==> src/rtl/rf_write_arbiter_pkg.sv <==
// Shared widths, register-zero constant and arbiter state encoding for the
// register-file write-port arbiter.
package rf_write_arbiter_pkg;

    localparam int AW = 5;
    localparam int DW = 32;

    localparam logic [AW-1:0] R0 = '0;

    typedef enum logic [1:0] {
        IDLE  = 2'd0,
        DRAIN = 2'd1,
        FORCE = 2'd2
    } arb_state_t;

endpackage

==> src/rtl/rf_md_queue.sv <==
// In-order queue of mul/div results with per-entry valid bits, same-cycle
// squash by destination register and source-register match lookups.
module rf_md_queue #(
    parameter int DEPTH = 2,
    parameter int AW    = 5,
    parameter int DW    = 32,
    parameter int PW    = (DEPTH > 1) ? $clog2(DEPTH) : 1
) (
    input  logic          clk,
    input  logic          reset,
    input  logic          push,
    input  logic [AW-1:0] push_rd,
    input  logic [DW-1:0] push_data,
    input  logic          pop,
    input  logic          squash_en,
    input  logic [AW-1:0] squash_rd,
    input  logic [AW-1:0] rs,
    input  logic [AW-1:0] rt,
    output logic          full,
    output logic          empty,
    output logic [PW:0]   level,
    output logic          head_valid,
    output logic [AW-1:0] head_rd,
    output logic [DW-1:0] head_data,
    output logic          valid_left,
    output logic          rs_match,
    output logic          rt_match
);

    logic [DEPTH-1:0] valid_q;
    logic [AW-1:0]    rd_q   [DEPTH];
    logic [DW-1:0]    data_q [DEPTH];
    logic [PW-1:0]    wr_ptr;
    logic [PW-1:0]    rd_ptr;
    logic [PW:0]      count;
    logic [DEPTH-1:0] squash_mask;

    assign level      = count;
    assign full       = (count == (PW+1)'(DEPTH));
    assign empty      = (count == '0);
    assign head_valid = !empty && valid_q[rd_ptr];
    assign head_rd    = rd_q[rd_ptr];
    assign head_data  = data_q[rd_ptr];

    // An entry being popped this cycle is still reported as pending.
    always_comb begin
        squash_mask = '0;
        rs_match    = 1'b0;
        rt_match    = 1'b0;
        for (int i = 0; i < DEPTH; i++) begin
            if (squash_en && valid_q[i] && (rd_q[i] == squash_rd))
                squash_mask[i] = 1'b1;
            if (valid_q[i] && (rs != '0) && (rd_q[i] == rs))
                rs_match = 1'b1;
            if (valid_q[i] && (rt != '0) && (rd_q[i] == rt))
                rt_match = 1'b1;
        end
    end

    assign valid_left = |(valid_q & ~squash_mask);

    always_ff @(posedge clk) begin
        if (reset) begin
            valid_q <= '0;
            wr_ptr  <= '0;
            rd_ptr  <= '0;
            count   <= '0;
        end else begin
            valid_q <= valid_q & ~squash_mask;
            if (pop) begin
                valid_q[rd_ptr] <= 1'b0;
                rd_ptr          <= rd_ptr + 1'b1;
            end
            if (push) begin
                valid_q[wr_ptr] <= 1'b1;
                wr_ptr          <= wr_ptr + 1'b1;
            end
            case ({push, pop})
                2'b10:   count <= count + 1'b1;
                2'b01:   count <= count - 1'b1;
                default: count <= count;
            endcase
        end
    end

    always_ff @(posedge clk) begin
        if (push) begin
            rd_q[wr_ptr]   <= push_rd;
            data_q[wr_ptr] <= push_data;
        end
    end

endmodule

==> src/rtl/rf_write_arbiter.sv <==
// Shares the single register-file write port between the unstallable WB stage
// and queued mul/div results, with starvation forcing and WAW squash.
module rf_write_arbiter #(
    parameter int DEPTH      = 2,
    parameter int STARVE_MAX = 3,
    parameter int AW         = rf_write_arbiter_pkg::AW,
    parameter int DW         = rf_write_arbiter_pkg::DW
) (
    input  logic          clk,
    input  logic          reset,
    input  logic          wb_we,
    input  logic [AW-1:0] wb_rd,
    input  logic [DW-1:0] wb_data,
    input  logic          md_valid,
    input  logic [AW-1:0] md_rd,
    input  logic [DW-1:0] md_data,
    output logic          md_ready,
    input  logic [AW-1:0] rs,
    input  logic [AW-1:0] rt,
    output logic          rs_pending,
    output logic          rt_pending,
    output logic          wb_stall,
    output logic          rf_reg_write,
    output logic [AW-1:0] rf_rd,
    output logic [DW-1:0] rf_write_data
);
    import rf_write_arbiter_pkg::*;

    localparam int PW = (DEPTH > 1) ? $clog2(DEPTH) : 1;
    localparam int CW = $clog2(STARVE_MAX + 1);
    localparam logic [CW-1:0] CNT_MAX = CW'(STARVE_MAX);

    // Handshake: an MD result transfers on a cycle where md_valid && md_ready;
    // md_ready depends only on registered occupancy, so it never reacts to a
    // same-cycle pop.
    arb_state_t    state;
    arb_state_t    state_next;
    logic [CW-1:0] starve_cnt;
    logic [CW-1:0] cnt_next;

    logic          q_full, q_empty, head_valid, valid_left;
    logic [PW:0]   q_level;
    logic [PW:0]   level_next;
    logic [AW-1:0] head_rd;
    logic [DW-1:0] head_data;
    logic          wb_req, force_md, md_grant, wb_grant, q_push, q_pop;

    assign wb_req   = wb_we && (wb_rd != R0);
    assign force_md = wb_req && head_valid && (state == FORCE);
    assign md_grant = head_valid && (!wb_req || force_md);
    assign wb_grant = wb_req && !force_md;
    assign md_ready = !q_full;
    assign q_push   = md_valid && md_ready && (md_rd != R0);
    // Squashed entries at the head leave silently without using the port.
    assign q_pop    = !q_empty && (md_grant || !head_valid);
    assign wb_stall = force_md;

    rf_md_queue #(
        .DEPTH (DEPTH),
        .AW    (AW),
        .DW    (DW),
        .PW    (PW)
    ) u_queue (
        .clk        (clk),
        .reset      (reset),
        .push       (q_push),
        .push_rd    (md_rd),
        .push_data  (md_data),
        .pop        (q_pop),
        .squash_en  (wb_grant),
        .squash_rd  (wb_rd),
        .rs         (rs),
        .rt         (rt),
        .full       (q_full),
        .empty      (q_empty),
        .level      (q_level),
        .head_valid (head_valid),
        .head_rd    (head_rd),
        .head_data  (head_data),
        .valid_left (valid_left),
        .rs_match   (rs_pending),
        .rt_match   (rt_pending)
    );

    always_comb begin
        rf_reg_write  = 1'b0;
        rf_rd         = '0;
        rf_write_data = '0;
        if (md_grant) begin
            rf_reg_write  = 1'b1;
            rf_rd         = head_rd;
            rf_write_data = head_data;
        end else if (wb_grant) begin
            rf_reg_write  = 1'b1;
            rf_rd         = wb_rd;
            rf_write_data = wb_data;
        end
    end

    // The counter only runs while WB keeps beating a live queued result.
    always_comb begin
        cnt_next = starve_cnt;
        if (!wb_req || md_grant || !valid_left)
            cnt_next = '0;
        else if (starve_cnt != CNT_MAX)
            cnt_next = starve_cnt + 1'b1;

        level_next = q_level + (PW+1)'(q_push) - (PW+1)'(q_pop);
        if (level_next == '0)
            state_next = IDLE;
        else if (cnt_next == CNT_MAX)
            state_next = FORCE;
        else
            state_next = DRAIN;
    end

    always_ff @(posedge clk) begin
        if (reset) begin
            starve_cnt <= '0;
            state      <= IDLE;
        end else begin
            starve_cnt <= cnt_next;
            state      <= state_next;
        end
    end

endmodule

==> config.mk <==
export PLATFORM = sky130hd
export DESIGN_NAME = rf_write_arbiter
export DESIGN_NICKNAME = d
export VERILOG_FILES = /design/src/rtl/rf_write_arbiter_pkg.sv /design/src/rtl/rf_md_queue.sv /design/src/rtl/rf_write_arbiter.sv
export SDC_FILE = /design/constraint.sdc
export NUM_CORES = 1
export LEC_CHECK = 0
export BUFFER_PORTS_ARGS = -buffer_cell sky130_fd_sc_hd__buf_4
export CAP_MARGIN = 20
export CELL_PAD_IN_SITES_DETAIL_PLACEMENT = 1
export CELL_PAD_IN_SITES_GLOBAL_PLACEMENT = 2
export CORE_AREA = 2 2 112 114
export DETAILED_ROUTE_END_ITERATION = 8
export DIE_AREA = 0 0 114 116
export PLACE_DENSITY_LB_ADDON = 0.1
export SYNTH_ARGS = -nofsm -noshare
export SYNTH_HDL_FRONTEND = slang
export SYNTH_SLANG_ARGS = --single-unit
==> constraint.sdc <==
create_clock -name clk -period 7 [get_ports clk]
set_input_delay 0.7 -clock clk [delete_from_list [all_inputs] [get_ports clk]]
set_output_delay 0.7 -clock clk [all_outputs]
set_load 0.005 [all_outputs]
Yosys cells after proc, flatten, opt, wreduce, memory -nomap -nowiden
Memories as Yosys holds them, arrays and structs flattened. A register that Yosys moved wholly into a read port is not among the register bits.
Cells that the tools add are included.
Operators by class
  add/subtract/negate cells: 7
  eq/ne operators: 12
  $lt $le $gt $ge: 4
  bitwise logic cells: 5
  reductions and logical operators: 42
  multiplexer cells: 31
Operators with widths (count)
  32-bit two-way mux: 2
  5-bit equality test: 6
  1-bit logical AND: 23
  5-bit nonzero test: 4
  1-bit two-way mux: 18
  2-bit two-way mux: 6
  5-bit two-way mux: 2
  2-bit equality test, second input constant: 4
  1-bit zero test: 6
  2-bit by 1-bit adder with 2-bit output, second input constant: 2
  2-bit AND: 2
  2-bit zero test: 2
  1-bit logical OR: 4
  1-bit by 2-bit < comparator with 1-bit output, second input constant: 2
  2-bit inverter: 2
  2-bit case mux with 2 select lines: 1
  2-bit OR reduction: 2
  1-bit adder, second input constant: 2
  2-bit by 1-bit adder with 2-bit output: 1
  1-bit demux with 1-bit select: 2
  2-bit by 1-bit equality test with 1-bit output, second input constant: 1
  1-bit >= comparator, second input constant: 2
  2-bit != test, second input constant: 1
  2-bit bitwise OR: 1
  other kinds (3): 3
Word-level totals
  input port bits: 88
  memories: 2
  output and inout port bits: 42
  word-level logic and storage cells: 109
  RAM bits: 74
  bits in registers: 10
Memory list
  u_queue.data_q: depth 2, width 32, rd ports 1, clocked after memory_dff 1, wr ports 1, line rf_md_queue.sv:32  | logic [DW-1:0] data_q [DEPTH];
  u_queue.rd_q: depth 2, width 5, rd ports 3, clocked after memory_dff 1, wr ports 1, line rf_md_queue.sv:31  | logic [AW-1:0] rd_q [DEPTH];

Depth between registers and ports, before layout
Gate-level depths: netlist (run 1).
  depth after elaboration: 18
  gate-level depth with buffers: 12
  mapped depth without buffers: 10

Cells and area by module
Synthesis (run 1) repeated with hierarchy kept, for this count alone.
Unflattened totals
  cell total of the unflattened synthesis: 349
  area, all modules: 4305.4 um^2
Modules (own cells, without submodules)
  rf_md_queue: area each 3353.2 um^2, seq. area each 2362.3 um^2, instances 1, cells an instance 200
  rf_write_arbiter: area each 952.2 um^2, seq. area each 80.1 um^2, instances 1, cells an instance 149

Worst setup path after synthesis (run 1)
OpenSTA, ideal clock, no wires.
  kind: input port to flip-flop
  start point: input wb_rd[1]
  end point: register state[0]
  slack: 4.165 ns
  data required time: 6.884 ns
  buffers on the path: 0
  arrival time: 2.719 ns
  stages on the path: 9
  library setup time: 0.116 ns
  cells stage by stage: or4_4 -> o21ai_4 -> nor3_4 -> nand2_1 -> o21ai_0 -> ha_1 -> or3_1 -> mux2_2 -> o211a_1
Between the ends
  word-level cells in the longest chain between the ends: 17
  elaborated cells between the ends (all ways): 31
  those cells by class: add/sub (1); eq/ne (3); mux (4); bitwise (2); reduce/logical (21)
RTL lines
  from (decl): line rf_write_arbiter.sv:12  | input logic [AW-1:0] wb_rd,
  5-bit nonzero test: line rf_write_arbiter.sv:48  | assign wb_req = wb_we && (wb_rd != R0);
  1-bit logical AND: line rf_write_arbiter.sv:48
  1-bit logical AND (2 in series): line rf_write_arbiter.sv:49  | assign force_md = wb_req && head_valid && (state == FORCE);
  1-bit zero test: line rf_write_arbiter.sv:51  | assign wb_grant = wb_req && !force_md;
  1-bit logical AND: line rf_write_arbiter.sv:51
  1-bit logical AND (2 in series): line rf_md_queue.sv:51  | if (squash_en && valid_q[i] && (rd_q[i] == squash_rd))
  1-bit two-way mux: line rf_md_queue.sv:51
  2-bit inverter: line rf_md_queue.sv:60  | assign valid_left = |(valid_q & ~squash_mask);
  2-bit AND: line rf_md_queue.sv:60
  2-bit OR reduction: line rf_md_queue.sv:60
  1-bit zero test: line rf_write_arbiter.sv:103  | if (!wb_req || md_grant || !valid_left)
  1-bit logical OR: line rf_write_arbiter.sv:103
  2-bit two-way mux: line rf_write_arbiter.sv:103
  2-bit equality test: line rf_write_arbiter.sv:111  | else if (cnt_next == CNT_MAX)
  2-bit two-way mux: line rf_write_arbiter.sv:111
  to (signal assigned): line rf_write_arbiter.sv:123  | state <= state_next;
  to (decl): line rf_write_arbiter.sv:36  | arb_state_t state;
Parallel ways exist; a longest one is shown, timed or not.
A chain may end at the register's enable or synchronous reset.

Final worst setup path (run 1)
  start point: input wb_rd[1]
  end point: output rf_rd[4]
Between the ends
  word-level cells in the longest chain between the ends: 8
  elaborated cells between the ends (all ways): 11
  those cells by class: mux (2); reduce/logical (9)
RTL lines
  5-bit nonzero test *: line rf_write_arbiter.sv:48
  1-bit logical AND *: line rf_write_arbiter.sv:48
  1-bit logical AND (2 in series): line rf_write_arbiter.sv:49
  1-bit zero test: line rf_write_arbiter.sv:51
  1-bit logical AND: line rf_write_arbiter.sv:51
  5-bit two-way mux: line rf_write_arbiter.sv:93  | end else if (wb_grant) begin
  5-bit two-way mux *: line rf_write_arbiter.sv:89  | if (md_grant) begin
  to (decl): line rf_write_arbiter.sv:24  | output logic [AW-1:0] rf_rd,
Mark *: on every way between the ends. The rest lies on a longest branch, timed or not.

==> results of run 1 <==
==> path summary, 6_finish.rpt <==
check | cells after the start | endpoint | start
worst min-delay path | 1 | starve_cnt[0]$_SDFF_PP0_ | starve_cnt[0]$_SDFF_PP0_
worst max register to register | 9 | state[0]$_SDFF_PP0_ | u_queue.valid_q[0]$_SDFF_PP0_
worst min register to register | 1 | starve_cnt[0]$_SDFF_PP0_ | starve_cnt[0]$_SDFF_PP0_
worst max-delay path | 7 | rf_rd[4] | wb_rd[1]
==> placed cells by master, fill, tap and decap left out, types with 2 or more instances in the layout <==
master / n
or2_2: 2
xor2_1: 22
nor4_1: 5
nand3_1: 9
bufinv_16: 4
a21oi_1: 8
o31ai_2: 23
nor3_1: 5
edfxtp_1: 74
or4_1: 3
nand2b_1: 5
clkinv_4: 2
buf_4: 134
o211ai_1: 2
xnor2_1: 8
nor2_1: 6
clkbuf_16: 9
dfxtp_1: 10
o31ai_1: 15
o21ai_0: 5
mux2i_1: 39
nand2_1: 42
inv_1: 5
==> worst max-delay path, cell delays in order <==
cell,delay (ns)
buf_4,0.13
or4_4,0.55
o21ai_4,0.31
nor2_4,0.24
buf_4,0.37
o31ai_1,0.36
buf_4,0.17
==> metal layers <==
metal	GRT usage, %	up-vias	part of all wire, %	routed length, um
met5	0	-	0	0
met4	6.911	0	1.7	182
met3	3.609	14	5.0	537
met2	29.05	79	51	5395
met1	20.12	1480	43	4536
li1	-	1481	-	-
==> synth_stat cells (2+ instances only) <==
cell type / n / share of area [%]
a21oi_1: 8 / 0.95
buf_2: 6 / 0.71
buf_6: 4 / 1.1
clkbuf_1: 8 / 0.71
dfxtp_1: 11 / 5.2
edfxtp_1: 74 / 53
inv_1: 5 / 0.44
mux2i_1: 39 / 9.3
nand2_1: 42 / 3.7
nand2b_1: 5 / 0.74
nand3_1: 9 / 1.1
nor2_1: 6 / 0.53
nor3_1: 5 / 0.59
nor4_1: 5 / 0.74
o211ai_1: 2 / 0.36
o21ai_0: 5 / 0.59
o31ai_1: 15 / 2.7
o31ai_2: 23 / 6.8
or4_1: 3 / 0.53
xnor2_1: 8 / 1.7
xor2_1: 22 / 4.6
==> cell type report <==
| type | count | area (um2) | area share [%] |
|---|---|---|---|
| clock buffers | 9 | 225.2 | 3.967 |
| clock inverters | 7 | 146.4 | 2.578 |
| inverters | 5 | 18.77 | 0.3305 |
| multi-input cells | 216 | 1654 | 29.13 |
| flip-flops and latches | 85 | 2444 | 43.04 |
| well taps | 147 | 183.9 | 3.239 |
| repair buffers | 134 | 1006 | 17.72 |
==> logic make-up after synthesis <==
logic type / count (synthesis) / synth area share [%]
compound gates: 61 / 13.32
fa+ha+maj: 1 / 0.2965
buf+inv: 24 / 3.025
mux: 40 / 9.519
xor+xnor: 30 / 6.228
simple gates: 84 / 9.728
flops: 85 / 57.89
==> sequential cells by signal, summed over array words and instances (netlist names), named ones only <==
register	count
u_queue.wr_ptr	1
starve_cnt	2
u_queue.rd_ptr	1
state	2
u_queue.rd_q	10
u_queue.data_q	64
u_queue.level	2
u_queue.valid_q	2
==> through the flow <==
stage	cells	power (mW)	area, um2	util [%]
2_1_floorplan	325	0.7009	4219	-
3_3_place_gp	587	0.7892	5306	44.55
3_5_place_dp	587	0.7943	5306	44.55
4_1_cts	603	1.378	5678	47.67
5_1_grt	603	1.417	5678	47.67
6_report	603	1.361	5678	47.67
==> power by group <==
part	internal, mW	switching [mW]
sequential	0.581	0.0181
clock	0.387	0.194
combinational	0.0912	0.0887
==> flow_metrics.py, run 1 <==
metrics = {
    "yosys": {
        "synth-edff-count": 74,
        "seq_area_frac_synth_pct": 57.89,
        "avgSynthCellArea_um2": 12.98,
        "synthFlopType": "edfxtp_1",
        "synthCells": 325,
        "yosysWarnings": 0,
        "yosysUniqueCellTypes": 41,
        "synth_nets": 414,
        "synth-seq-cells": 85,
        "async_flop_share_pct": 0,
        "synth_area_um2": 4219,
    },
    "min_path": {
        "hp-class": "flip-flop to flip-flop",
    },
    "sta": {
        "hold_slack_ns": 0.4637,
        "rsz0062_at_grt": "no",
        "tns_ns": 0,
        "min_period_ns": 3.565,
        "final_hold_viol_count": 0,
        "min_period_over_period_pct": 50.93,
        "fin_worst_skew_ns": 0.003495,
        "setup_viol": 0,
        "drv_slew": 0,
        "relSlewSlack_pct": 38.88,
        "worst_pin_slew_ns": 0.9146,
        "setup_slack_ns": 3.435,
        "fmax_mhz": 280.5,
    },
    "worst_setup_path": {
        "cp.required_ns": 6.30,
        "r2r_slack_ns": 3.81,
        "worstSetupStartpointType": "primary input",
        "critPathMaxFanout": 38,
        "crit_type": "primary input to output pin",
        "end_kind": "output pin",
        "cp.arrival_ns": 2.87,
    },
    "grt": {
        "grt_max_degree": 39,
        "grt_pass1_vias": 3172,
        "grt_pass1_wl_um": 16840,
        "antenna_found_initial": 0,
        "track_usage_pct": 16.68,
        "grt_remaining_overflow": 0,
    },
    "floorplanning": {
        "dieHeight_um": 116,
        "fp.dieW_um": 114,
        "ios": 130,
        "dieArea_um2": 13220,
        "num_rows": 40,
        "start_util_pct": 35.42,
        "coreArea_um2": 11910,
    },
    "clock_tree": {
        "path_clk_slew_ns": 0.06,
        "cts.path.max_buffers": 2,
        "ctsResizeCount": 0,
        "clock_sinks": 85,
        "postCtsSetupBuffers": 0,
        "insertion_delay_ns": 0.33,
        "cts_tree": "yes",
        "root_buffer": "clkbuf_16",
        "cts_htree_levels": 3,
        "hold_buffers": 0,
        "cts_made_buffers": 9,
    },
    "cells_and_area": {
        "nNetsFinal": 540,
        "fillers": 1271,
        "antenna_cells": 0,
        "post_route_cells_drive_above_1_share_pct": 39.91,
        "syn2layout_area_growth_pct": 34.58,
    },
    "routing": {
        "via_count": 3054,
        "drt-total-wl_um": 10650,
        "routedWlPerCell_um": 17.66,
        "antenna_left": 0,
        "post-route-drc-count": 0,
        "vias_per_cell": 5.065,
        "drtIter0Drc": 94,
        "dr.pass1.iters": 4,
    },
    "place": {
        "dp_hpwl_um": 7845,
        "port_buffers": 129,
        "pre_cts_slack_ns": 3.421,
        "place_congestion": 0.7978,
    },
    "power_and_ir_drop": {
        "ir_worst_vdd_uv": 147.5,
        "cellPowerDensity_nw_per_um2": 239.7,
        "leakagePower_nw": 2.180,
    },
    "run_status": {
        "status": "complete, no violations",
    },
    "job": {
        "drv_cap": 0,
    },
}
Note: power is estimated with default switching activity, not from simulation.
==> run 2, diff against run 1 <==
--- a/config.mk
+++ b/config.mk
@@ -5,13 +5,14 @@
 export SDC_FILE = /design/constraint.sdc
 export NUM_CORES = 1
 export LEC_CHECK = 0
+export ABC_AREA = 1
 export BUFFER_PORTS_ARGS = -buffer_cell sky130_fd_sc_hd__buf_4
 export CAP_MARGIN = 20
 export CELL_PAD_IN_SITES_DETAIL_PLACEMENT = 1
 export CELL_PAD_IN_SITES_GLOBAL_PLACEMENT = 2
-export CORE_AREA = 2 2 112 114
+export CORE_AREA = 2 2 122 124
 export DETAILED_ROUTE_END_ITERATION = 8
-export DIE_AREA = 0 0 114 116
+export DIE_AREA = 0 0 124 126
 export PLACE_DENSITY_LB_ADDON = 0.1
 export SYNTH_ARGS = -nofsm -noshare
 export SYNTH_HDL_FRONTEND = slang
==> constraint.sdc (replaced) <==
create_clock -name clk -period 3.6 [get_ports clk]
set_input_delay 0.36 -clock clk [delete_from_list [all_inputs] [get_ports clk]]
set_output_delay 0.36 -clock clk [all_outputs]
set_load 0.005 [all_outputs]
==> run 2 against run 1 <==
Effect of this change:
- sequential cell count unchanged
- sequential power increased by 95%
- area after synthesis decreased by 0.71%
- non-clock buffer count increased by 1
- sequential share of layout area about the same
- clock power increased by 67%
- combinational power increased by 71%
- first-iteration DRC count increased by 22%
- total power increased by 79%
- final cell count increased by 27%
- worst hold slack got worse by 0.26 ns
- largest power group unchanged
==> flow_metrics.py, run 2 <==
metrics = {
    "clock_tree": {
        "root_buffer": "clkbuf_16",
        "hold_buffers": 0,
        "clock_sinks": 85,
        "ctsResizeCount": 0,
        "path_clk_slew_ns": 0.06,
        "postCtsSetupBuffers": 0,
        "cts_made_buffers": 9,
        "cts.path.max_buffers": 2,
        "cts_htree_levels": 3,
        "cts_tree": "yes",
        "insertion_delay_ns": 0.33,
    },
    "place": {
        "place_congestion": 0.7365,
        "dpl_cell_area_um2": 5364,
        "dp_hpwl_um": 8693,
        "pre_cts_slack_ns": 1.163,
        "port_buffers": 129,
        "dp.cells": 750,
    },
    "routing": {
        "post-route-drc-count": 0,
        "via_count": 3421,
        "antenna_left": 0,
        "vias_per_cell": 4.466,
        "dr.pass1.iters": 4,
        "drt-total-wl_um": 11680,
        "drtIter0Drc": 115,
        "routedWlPerCell_um": 15.24,
    },
    "worst_setup_path": {
        "reg2reg_to": "state[1]$_SDFF_PP0_",
        "crit_chain": "inv_1, nand2_1, nand2_2, nor2_4, inv_1, nor2_4, buf_4, o211ai_1, o21ai_0, buf_4",
        "cp.depth": 10,
        "reg2reg_from": "u_queue.level[0]$_SDFFE_PP0P_",
        "critical_path.top_delay_family": "simple AND/OR/NAND/NOR gates",
        "r2r_slack_ns": 1.52,
        "end_kind": "output pin",
        "crit_start": "u_queue.level[0]$_SDFFE_PP0P_",
        "cp-endpoint": "rf_rd[1]",
        "cp.arrival_ns": 2.40,
        "cp.required_ns": 3.24,
        "critPathMaxFanout": 20,
        "worstSetupStartpointType": "flip-flop",
        "cpMaxStageDelayCell": "nor2_4",
        "crit_type": "flip-flop to output pin",
        "cp_slowest_stage_delay_ns": 0.47,
        "r2r_cells": 13,
        "cp_num_buf_inv": 4,
    },
    "yosys": {
        "synth_area_um2": 4189,
        "synthFlopType": "edfxtp_1",
        "yosysUniqueCellTypes": 25,
        "synth-edff-count": 74,
        "muxShareOfSynthArea_pct": 0.2688,
        "synth_most_common_cell": "nand2_1",
        "yosysWarnings": 0,
        "synth_top_family_by_area": "simple AND/OR/NAND/NOR gates",
        "ys_top_cells_by_count": "153 x nand2_1, 74 x edfxtp_1, 61 x inv_1",
        "synthTopCellsByArea": "edfxtp_1 53%, nand2_1 14%, o211ai_1 6.5%",
        "synth_compound_area_share_pct": 8.453,
        "seq_area_frac_synth_pct": 58.30,
        "async_flop_share_pct": 0,
        "synth-seq-cells": 85,
        "avgSynthCellArea_um2": 9.392,
        "synthAdderAreaFrac_pct": 0.2987,
        "yosys.area_share.simple_pct": 21.21,
        "synth_nets": 535,
        "synth_top_area_cell": "edfxtp_1",
        "synth_top_cell_area_share_pct": 53.05,
        "synthCells": 446,
        "synthXorXnorAreaFrac_pct": 3.763,
    },
    "grt": {
        "grt_pass1_wl_um": 18660,
        "grt_max_degree": 47,
        "grt_pass1_vias": 3700,
        "grt_remaining_overflow": 0,
        "track_usage_pct": 15.59,
        "antenna_found_initial": 0,
    },
    "sta": {
        "min_period_over_period_pct": 76.68,
        "setup_viol": 0,
        "min_period_ns": 2.760,
        "rsz0062_at_grt": "no",
        "worst_pin_slew_ns": 0.8219,
        "hold_slack_ns": 0.2006,
        "tns_ns": 0,
        "fin_worst_skew_ns": 0.007068,
        "final_hold_viol_count": 0,
        "setup_slack_ns": 0.8396,
        "fmax_mhz": 362.3,
        "relSlewSlack_pct": 45.21,
        "drv_slew": 0,
    },
    "floorplanning": {
        "dieHeight_um": 126,
        "start_util_pct": 29.27,
        "ios": 130,
        "dieArea_um2": 15620,
        "fp.dieW_um": 124,
        "coreArea_um2": 14310,
        "num_rows": 44,
    },
    "cells_and_area": {
        "largest-register": "u_queue.data_q",
        "largest_register_ffs": 64,
        "fin_util_pct": 39.69,
        "fillers": 1693,
        "fin_cells": 766,
        "multi_input_area_um2": 1431,
        "nNetsFinal": 666,
        "antenna_cells": 0,
        "seq_area_um2": 2444,
        "post_route_cells_drive_above_1_share_pct": 28.52,
        "syn2layout_area_growth_pct": 35.60,
        "layout.cells.most_common_list": "153 x nand2_1, 134 x buf_4, 74 x edfxtp_1",
        "final_area_um2": 5680,
        "reg_top3": "u_queue.data_q (64), u_queue.rd_q (10)",
        "final_common_cell": "nand2_1",
    },
    "job": {
        "drv_cap": 0,
    },
    "min_path": {
        "worstHoldStart": "reset",
        "hp-class": "primary input to flip-flop",
    },
    "power_and_ir_drop": {
        "ir_worst_vdd_uv": 223.2,
        "finalPower_mw": 2.442,
        "cellPowerDensity_nw_per_um2": 429.9,
        "leakagePower_nw": 2.499,
    },
    "run_status": {
        "status": "complete, no violations",
    },
}
## run 2: power by group
| group | internal, mW | switching (mW) |
|---|---|---|
| registers | 1.13 | 0.0354 |
| logic | 0.151 | 0.156 |
| clock network | 0.606 | 0.362 |
| total | 1.89 | 0.554 |
## run 2: how the worst min path moves through the flow
stage                                          to  slack [ns]  cells after the start
global placement         starve_cnt[0]$_SDFF_PP0_        0.42                      1
detailed placement       starve_cnt[0]$_SDFF_PP0_        0.44                      1
finish              u_queue.valid_q[1]$_SDFF_PP0_        0.20                      2
global route        u_queue.valid_q[1]$_SDFF_PP0_        0.19                      2
CTS                 u_queue.valid_q[1]$_SDFF_PP0_        0.19                      2
floorplan                starve_cnt[0]$_SDFF_PP0_        0.41                      1
## run 2: kinds of logic (layout without fill, tap and decap cells)
family                   Yosys count  after routing
AND/OR/NAND/NOR                  214            214
flip-flops                        85             85
buffers and inverters             77            213
AO/OA/AOI/OAI                     50             50
XOR/XNOR                          18             18
adder cells (fa/ha/maj)            1              1
multiplexers                       1              1
## run 2: area by class of cell
type	instances	share of cell area [%]
Inverter	62	4.097
Clock buffer	10	4.031
Tap cell	184	4.053
Multi-Input combinational cell	284	25.20
Timing Repair Buffer	135	18.06
Sequential cell	85	43.02
Clock inverter	6	1.542
## run 2: routing by layer
| layer | GRT usage [%] | part of all wire, % | vias to the layer above |
|---|---|---|---|
| li1 | - | - | 1728 |
| met1 | 19.55 | 45 | 1612 |
| met2 | 26.86 | 49 | 75 |
| met3 | 3.668 | 5.4 | 6 |
| met4 | 3.966 | 0.68 | 0 |
| met5 | 0 | 0 | - |
